## src/rtl/dmem_arbiter_if.sv

```systemverilog
// Signal bundle between the two requesting ports, the arbiter and the shared data memory.
// The arbiter uses the slave view; requesters and the memory model use the master view.
interface dmem_arbiter_if #(
    parameter int AW = 15,
    parameter int DW = 48
);
    logic [AW-1:0] a_addr;
    logic          a_read;
    logic          a_write;
    logic [DW-1:0] a_wdata;
    logic [DW-1:0] a_rdata;
    logic          a_done;
    logic          a_err;

    logic [AW-1:0] b_addr;
    logic          b_read;
    logic          b_write;
    logic [DW-1:0] b_wdata;
    logic [DW-1:0] b_rdata;
    logic          b_done;
    logic          b_err;

    logic [AW-1:0] m_addr;
    logic          m_read;
    logic          m_write;
    logic [DW-1:0] m_wdata;
    logic [DW-1:0] m_rdata;
    logic          m_done;

    logic [1:0]    o_grant;

    modport slave (
        input  a_addr, a_read, a_write, a_wdata,
        output a_rdata, a_done, a_err,
        input  b_addr, b_read, b_write, b_wdata,
        output b_rdata, b_done, b_err,
        output m_addr, m_read, m_write, m_wdata,
        input  m_rdata, m_done,
        output o_grant
    );

    modport master (
        output a_addr, a_read, a_write, a_wdata,
        input  a_rdata, a_done, a_err,
        output b_addr, b_read, b_write, b_wdata,
        input  b_rdata, b_done, b_err,
        input  m_addr, m_read, m_write, m_wdata,
        output m_rdata, m_done,
        input  o_grant
    );
endinterface

```

## src/rtl/dmem_arbiter.sv

```systemverilog
// Two-port round-robin arbiter for the shared data memory: one whole transaction per grant,
// a forced idle cycle between grants, and a timeout abort when the memory never answers.
module dmem_arbiter #(
    parameter int AW      = 15,
    parameter int DW      = 48,
    parameter int TIMEOUT = 15
) (
    input  logic           clk,
    input  logic           reset_n,
    dmem_arbiter_if.slave  bus
);
    localparam int            TW     = $clog2(TIMEOUT + 1);
    localparam logic [TW-1:0] T_MAX  = TW'(TIMEOUT);
    localparam logic [TW-1:0] T_LAST = TW'(TIMEOUT - 1);

    typedef enum logic [1:0] {
        IDLE   = 2'd0,
        BUSY_A = 2'd1,
        BUSY_B = 2'd2
    } state_t;

    state_t        state, state_n;
    logic [TW-1:0] timer, timer_n;
    logic          last_a, last_a_n;
    logic          req_a, req_b, expire;

    function automatic logic [TW-1:0] sat_inc(input logic [TW-1:0] t);
        return (t == T_MAX) ? t : t + 1'b1;
    endfunction

    assign req_a  = bus.a_read | bus.a_write;
    assign req_b  = bus.b_read | bus.b_write;
    assign expire = (timer == T_LAST);

    always_ff @(posedge clk or negedge reset_n) begin
        if (!reset_n) begin
            state  <= IDLE;
            timer  <= '0;
            last_a <= 1'b0;
        end else begin
            state  <= state_n;
            timer  <= timer_n;
            last_a <= last_a_n;
        end
    end

    // Every BUSY exit lands in IDLE, which is what guarantees the request gap the memory needs.
    always_comb begin
        state_n  = state;
        timer_n  = '0;
        last_a_n = last_a;
        case (state)
            IDLE: begin
                if (req_a && (!req_b || !last_a)) state_n = BUSY_A;
                else if (req_b)                    state_n = BUSY_B;
            end
            BUSY_A: begin
                if (bus.m_done) begin
                    state_n  = IDLE;
                    last_a_n = 1'b1;
                end else if (!req_a) begin
                    state_n  = IDLE;
                end else if (expire) begin
                    state_n  = IDLE;
                    last_a_n = 1'b1;
                end else begin
                    timer_n  = sat_inc(timer);
                end
            end
            BUSY_B: begin
                if (bus.m_done) begin
                    state_n  = IDLE;
                    last_a_n = 1'b0;
                end else if (!req_b) begin
                    state_n  = IDLE;
                end else if (expire) begin
                    state_n  = IDLE;
                    last_a_n = 1'b0;
                end else begin
                    timer_n  = sat_inc(timer);
                end
            end
            default: state_n = IDLE;
        endcase
    end

    always_comb begin
        bus.m_addr  = {AW{1'b0}};
        bus.m_wdata = {DW{1'b0}};
        bus.m_read  = 1'b0;
        bus.m_write = 1'b0;
        bus.a_done  = 1'b0;
        bus.a_err   = 1'b0;
        bus.b_done  = 1'b0;
        bus.b_err   = 1'b0;
        // Read data is only meaningful with done, but stays quiet while reset is held.
        bus.a_rdata = reset_n ? bus.m_rdata : {DW{1'b0}};
        bus.b_rdata = reset_n ? bus.m_rdata : {DW{1'b0}};
        bus.o_grant = {state == BUSY_B, state == BUSY_A};
        case (state)
            BUSY_A: begin
                bus.m_addr  = bus.a_addr;
                bus.m_wdata = bus.a_wdata;
                bus.m_write = bus.a_write;
                bus.m_read  = bus.a_read & ~bus.a_write;
                bus.a_done  = bus.m_done;
                bus.a_err   = req_a & ~bus.m_done & expire;
            end
            BUSY_B: begin
                bus.m_addr  = bus.b_addr;
                bus.m_wdata = bus.b_wdata;
                bus.m_write = bus.b_write;
                bus.m_read  = bus.b_read & ~bus.b_write;
                bus.b_done  = bus.m_done;
                bus.b_err   = req_b & ~bus.m_done & expire;
            end
            default: ;
        endcase
    end
endmodule
```

## src/flat_wrapper.sv

```systemverilog
// flat-port wrapper written by rule: the top's interface ports become plain ports
module dmem_arbiter_flat 
#(
    parameter int AW      = 15,
    parameter int DW      = 48,
    parameter int TIMEOUT = 15
)
  (clk, reset_n, bus_a_addr, bus_a_read, bus_a_write, bus_a_wdata, bus_a_rdata, bus_a_done, bus_a_err, bus_b_addr, bus_b_read, bus_b_write, bus_b_wdata, bus_b_rdata, bus_b_done, bus_b_err, bus_m_addr, bus_m_read, bus_m_write, bus_m_wdata, bus_m_rdata, bus_m_done, bus_o_grant);
  dmem_arbiter_if #(.AW(AW), .DW(DW)) bus_i ();
  input  logic clk;
  input  logic reset_n;
  input wire logic [$bits(bus_i.a_addr)-1:0] bus_a_addr;
  input wire logic [$bits(bus_i.a_read)-1:0] bus_a_read;
  input wire logic [$bits(bus_i.a_write)-1:0] bus_a_write;
  input wire logic [$bits(bus_i.a_wdata)-1:0] bus_a_wdata;
  output wire logic [$bits(bus_i.a_rdata)-1:0] bus_a_rdata;
  output wire logic [$bits(bus_i.a_done)-1:0] bus_a_done;
  output wire logic [$bits(bus_i.a_err)-1:0] bus_a_err;
  input wire logic [$bits(bus_i.b_addr)-1:0] bus_b_addr;
  input wire logic [$bits(bus_i.b_read)-1:0] bus_b_read;
  input wire logic [$bits(bus_i.b_write)-1:0] bus_b_write;
  input wire logic [$bits(bus_i.b_wdata)-1:0] bus_b_wdata;
  output wire logic [$bits(bus_i.b_rdata)-1:0] bus_b_rdata;
  output wire logic [$bits(bus_i.b_done)-1:0] bus_b_done;
  output wire logic [$bits(bus_i.b_err)-1:0] bus_b_err;
  output wire logic [$bits(bus_i.m_addr)-1:0] bus_m_addr;
  output wire logic [$bits(bus_i.m_read)-1:0] bus_m_read;
  output wire logic [$bits(bus_i.m_write)-1:0] bus_m_write;
  output wire logic [$bits(bus_i.m_wdata)-1:0] bus_m_wdata;
  input wire logic [$bits(bus_i.m_rdata)-1:0] bus_m_rdata;
  input wire logic [$bits(bus_i.m_done)-1:0] bus_m_done;
  output wire logic [$bits(bus_i.o_grant)-1:0] bus_o_grant;
  assign bus_i.a_addr = bus_a_addr;
  assign bus_i.a_read = bus_a_read;
  assign bus_i.a_write = bus_a_write;
  assign bus_i.a_wdata = bus_a_wdata;
  assign bus_a_rdata = bus_i.a_rdata;
  assign bus_a_done = bus_i.a_done;
  assign bus_a_err = bus_i.a_err;
  assign bus_i.b_addr = bus_b_addr;
  assign bus_i.b_read = bus_b_read;
  assign bus_i.b_write = bus_b_write;
  assign bus_i.b_wdata = bus_b_wdata;
  assign bus_b_rdata = bus_i.b_rdata;
  assign bus_b_done = bus_i.b_done;
  assign bus_b_err = bus_i.b_err;
  assign bus_m_addr = bus_i.m_addr;
  assign bus_m_read = bus_i.m_read;
  assign bus_m_write = bus_i.m_write;
  assign bus_m_wdata = bus_i.m_wdata;
  assign bus_i.m_rdata = bus_m_rdata;
  assign bus_i.m_done = bus_m_done;
  assign bus_o_grant = bus_i.o_grant;
  dmem_arbiter #(.AW(AW), .DW(DW), .TIMEOUT(TIMEOUT)) u_core (.clk(clk), .reset_n(reset_n), .bus(bus_i));
endmodule
```

## config.mk

```make
export PLATFORM = sky130hd
export DESIGN_NAME = dmem_arbiter_flat
export DESIGN_NICKNAME = d
export VERILOG_FILES = /design/src/rtl/dmem_arbiter_if.sv /design/src/rtl/dmem_arbiter.sv /design/src/flat_wrapper.sv
export SDC_FILE = /design/constraint.sdc
export NUM_CORES = 1
export LEC_CHECK = 0
export ABC_AREA = 1
export BUFFER_PORTS_ARGS = -buffer_cell sky130_fd_sc_hd__buf_4
export CORE_AREA = 5 5 133 135
export CTS_BUF_LIST = sky130_fd_sc_hd__clkbuf_8
export DETAILED_ROUTE_END_ITERATION = 12
export DIE_AREA = 0 0 138 140
export HOLD_SLACK_MARGIN = 0.15
export PLACE_DENSITY = 0.55
export SLEW_MARGIN = 20
export SYNTH_ARGS = -nofsm -noshare
export SYNTH_HDL_FRONTEND = slang
export SYNTH_SLANG_ARGS = --single-unit
```

## constraint.sdc

```tcl
create_clock -name clk -period 1.7 [get_ports clk]
set_clock_uncertainty 0.05 [all_clocks]
set_input_delay 0.085 -clock clk [delete_from_list [all_inputs] [get_ports clk]]
set_output_delay 0.085 -clock clk [all_outputs]
set_load 0.02 [all_outputs]
```

==> out/summary.txt <==
CP Data Arrival Time -> 1.56 ns
critical-path cell list -> buf_6, ha_4, buf_12, buf_12, nand3_1, a21oi_1, buf_4
CTS Root Cell -> clkbuf_8
DR pass1 iterations -> 4
post-detail-place hpwl -> 10600 um
row count -> 47
largest net degree at the start of global routing -> 50
final layout net count -> 946
Die Span Y -> 140 um
Startpoint Class -> flip-flop
status -> finished, final reports clean
post-synth top area share -> 0.335
syn avg cell area -> 4.99 sq um
static leakage -> 3.09 nW
die area -> 19300 sq um
fin crit period -> 1.69 ns
required time worst endpoint -> 1.56 ns
fmax -> 0.590 GHz
mux cell area share after synthesis -> 0
Die Wd -> 138 um
DRC Markers -> 0
count leader, synth -> nand2_1
hold_ws -> 0.277 ns
post-synth net total -> 634
Total Wirelength -> 14000 um
largest family of logic cells by synthesized area -> simple AND/OR/NAND/NOR gates
worst-skew pair later-pin latency -> 0.22 ns
Iter 0 DRT Violations -> 131
antenna cells -> 0
post-synthesis compound-gate area fraction -> 0.160
register area share after synthesis -> 0.0785
via count -> 3756
via/cell ratio -> 3.84
final slew viol count -> 0
vias in the first global route -> 3579
post-synthesis adder-cell area fraction -> 0.0336
max cap viols -> 0
initial antenna violation count -> 0
synth top area cells -> nand2_1, buf_4, a21oi_1, inv_1, dfrtp_1
grt total ovfl -> 0
simple logic cell fraction of the synthesized area -> 0.389
Initial Util -> 0.137
Final Cell Area -> 5700 sq um
Main synth FF type -> dfrtp_1
CTS Sinks -> 7
CTS max path bufs -> 2
Detail Route Antenna Nets -> 0
Syn-to-layout area delta -> 155%
critical path's slowest cell -> dfrtp_1
synth cell count leaders -> nand2_1, a21oi_1, inv_1
Final setup viols -> 0
hold crit path type -> in -> reg
CP bufs+invs -> 4
Least-Margin Pin Slew -> 0.466 ns
TritonCTS clock tree -> yes
CP peak stage delay -> 0.38 ns
io pins -> 348
# fillers -> 1741
Synthesis Warnings -> 0
Yosys reg bits -> 7
synthesized cell area -> 2230 sq um
unrepaired setup endpoints after global routing -> yes
gpl congestion -> 0.895
crit path capture type -> primary output
maximum VDD drop -> 0.872 mV
area leader, netlist -> nand2_1
CP Max Fanout -> 7
gr usage total -> 0.116
Wirelength per Cell -> 14.3 um
critical path class -> reg -> out
CTS H-Tree Depth -> 1
CP dominant cell by count -> buf_12
final setup TNS -> 0 ns
Synth Area in XOR/XNOR -> 0.00392
core region area -> 16300 sq um
CTS Buf Count -> 3
Cell variety after synth -> 20
Port Buffers -> 347
layout cell share with drive strength beyond 1 -> 0.636
DP Area -> 4970 sq um
FFs w/ async S/R, synth -> 1.00
number of enable flip-flop cells after synthesis -> 0
Mapped Cells -> 447
first-pass GRT wire length -> 18600 um
Tcrit/Tclk final -> 0.997
pre-CTS setup slack -> 0.109 ns
Largest delay share family, worst path -> buffers and inverters
setup ws final -> 0.00546 ns
Power Density -> 1160 nW/um^2
clock transition at the registers of the reported paths -> 0.04 ns
final hold vios -> 0
final core occ -> 0.348
Rel. slew slack -> 0.689
[where the power goes]
group	switching (W)	internal [W]
registers	0.0000273	0.000208
clock network	0.0000638	0.000155
logic	0.00339	0.00277
total	0.00348	0.00313
[per-layer routing]
metal,GRT usage,up-vias,routed length (um)
li1,-,1918,-
met1,0.138,1637,5540
met2,0.207,185,7210
met3,0.0290,16,996
met4,0.0338,0,246
met5,0,-,0
[placed cells by master, fill, tap and decap left out, types with 5 or more instances in the layout]
cell,instances
nor2_1,6
buf_12,5
nand3_1,9
dfrtp_1,7
buf_6,38
clkbuf_16,7
nand2_2,16
inv_2,5
nand2_1,182
a21oi_2,64
buf_4,324
inv_1,60
[worst register-to-register path: stages (launching register included)]
cell and delay, ns:
dfrtp_1 0.40, inv_2 0.11, ha_4 0.16, buf_12 0.13, inv_4 0.05, nor2_1 0.11
nand2_1 0.07, nand2_1 0.12, nand3_2 0.12, a31oi_1 0.15
[timing repair]
action                                  CTS  global route
endpoints found under the setup margin   65            58
pin swaps                                 0            20
hold buffers                              1             0
cloned                                    1            10
resized for setup                        10            80
endpoints found under the hold margin     7             0
setup buffers                             1             8
[kinds of logic (layout without fill, tap and decap cells)]
logic type                 Yosys count  in the layout
and+or+nand+nor                    222            222
buffers and inverters              140            451
AOI/OAI and AO/OA                   71             71
DFF                                  7              7
adders and majority gates            6              6
xor gates and xnor gates             1              1
[final cells by class]
| class | count | area (sq um) | area share |
|---|---|---|---|
| repair buffers | 381 | 3260 | 0.572 |
| multi-input cells | 300 | 1680 | 0.295 |
| clock buffers | 3 | 41.3 | 0.00725 |
| flip-flops and latches | 7 | 175 | 0.0308 |
| clock inverters | 1 | 3.75 | 0.000659 |
| well taps | 220 | 275 | 0.0483 |
| inverters | 66 | 258 | 0.0453 |
[final timing paths]
kind | from | to | slack, ns | cells past startpoint
hold reg to reg | u_core.last_a$_DFFE_PN0P_ | u_core.last_a$_DFFE_PN0P_ | 0.42 | 2
max in group asynchronous | reset_n | u_core.state[1]$_DFFE_PN0P_ | 0.76 | 3
hold / removal | bus_b_write | u_core.state[0]$_DFFE_PN0P_ | 0.28 | 6
setup reg to reg | u_core.state[0]$_DFFE_PN0P_ | u_core.timer[3]$_DFF_PN0_ | 0.16 | 9
setup / recovery | u_core.state[0]$_DFFE_PN0P_ | bus_m_read | 0.005 | 7
min in group asynchronous | reset_n | u_core.timer[2]$_DFF_PN0_ | 0.71 | 3
[metrics by stage]
stage	total power [W]	cells
floorplan	0.00312	447
global route	0.00701	978
detailed placement	0.00493	953
CTS	0.00540	960
finish	0.00661	978
global placement	0.00496	953
[sequential cells by signal, indices dropped and copies added (netlist names)]
name	cells
u_core.last_a	1
u_core.timer	4
u_core.state	2
(Power assumes the default switching activity.)
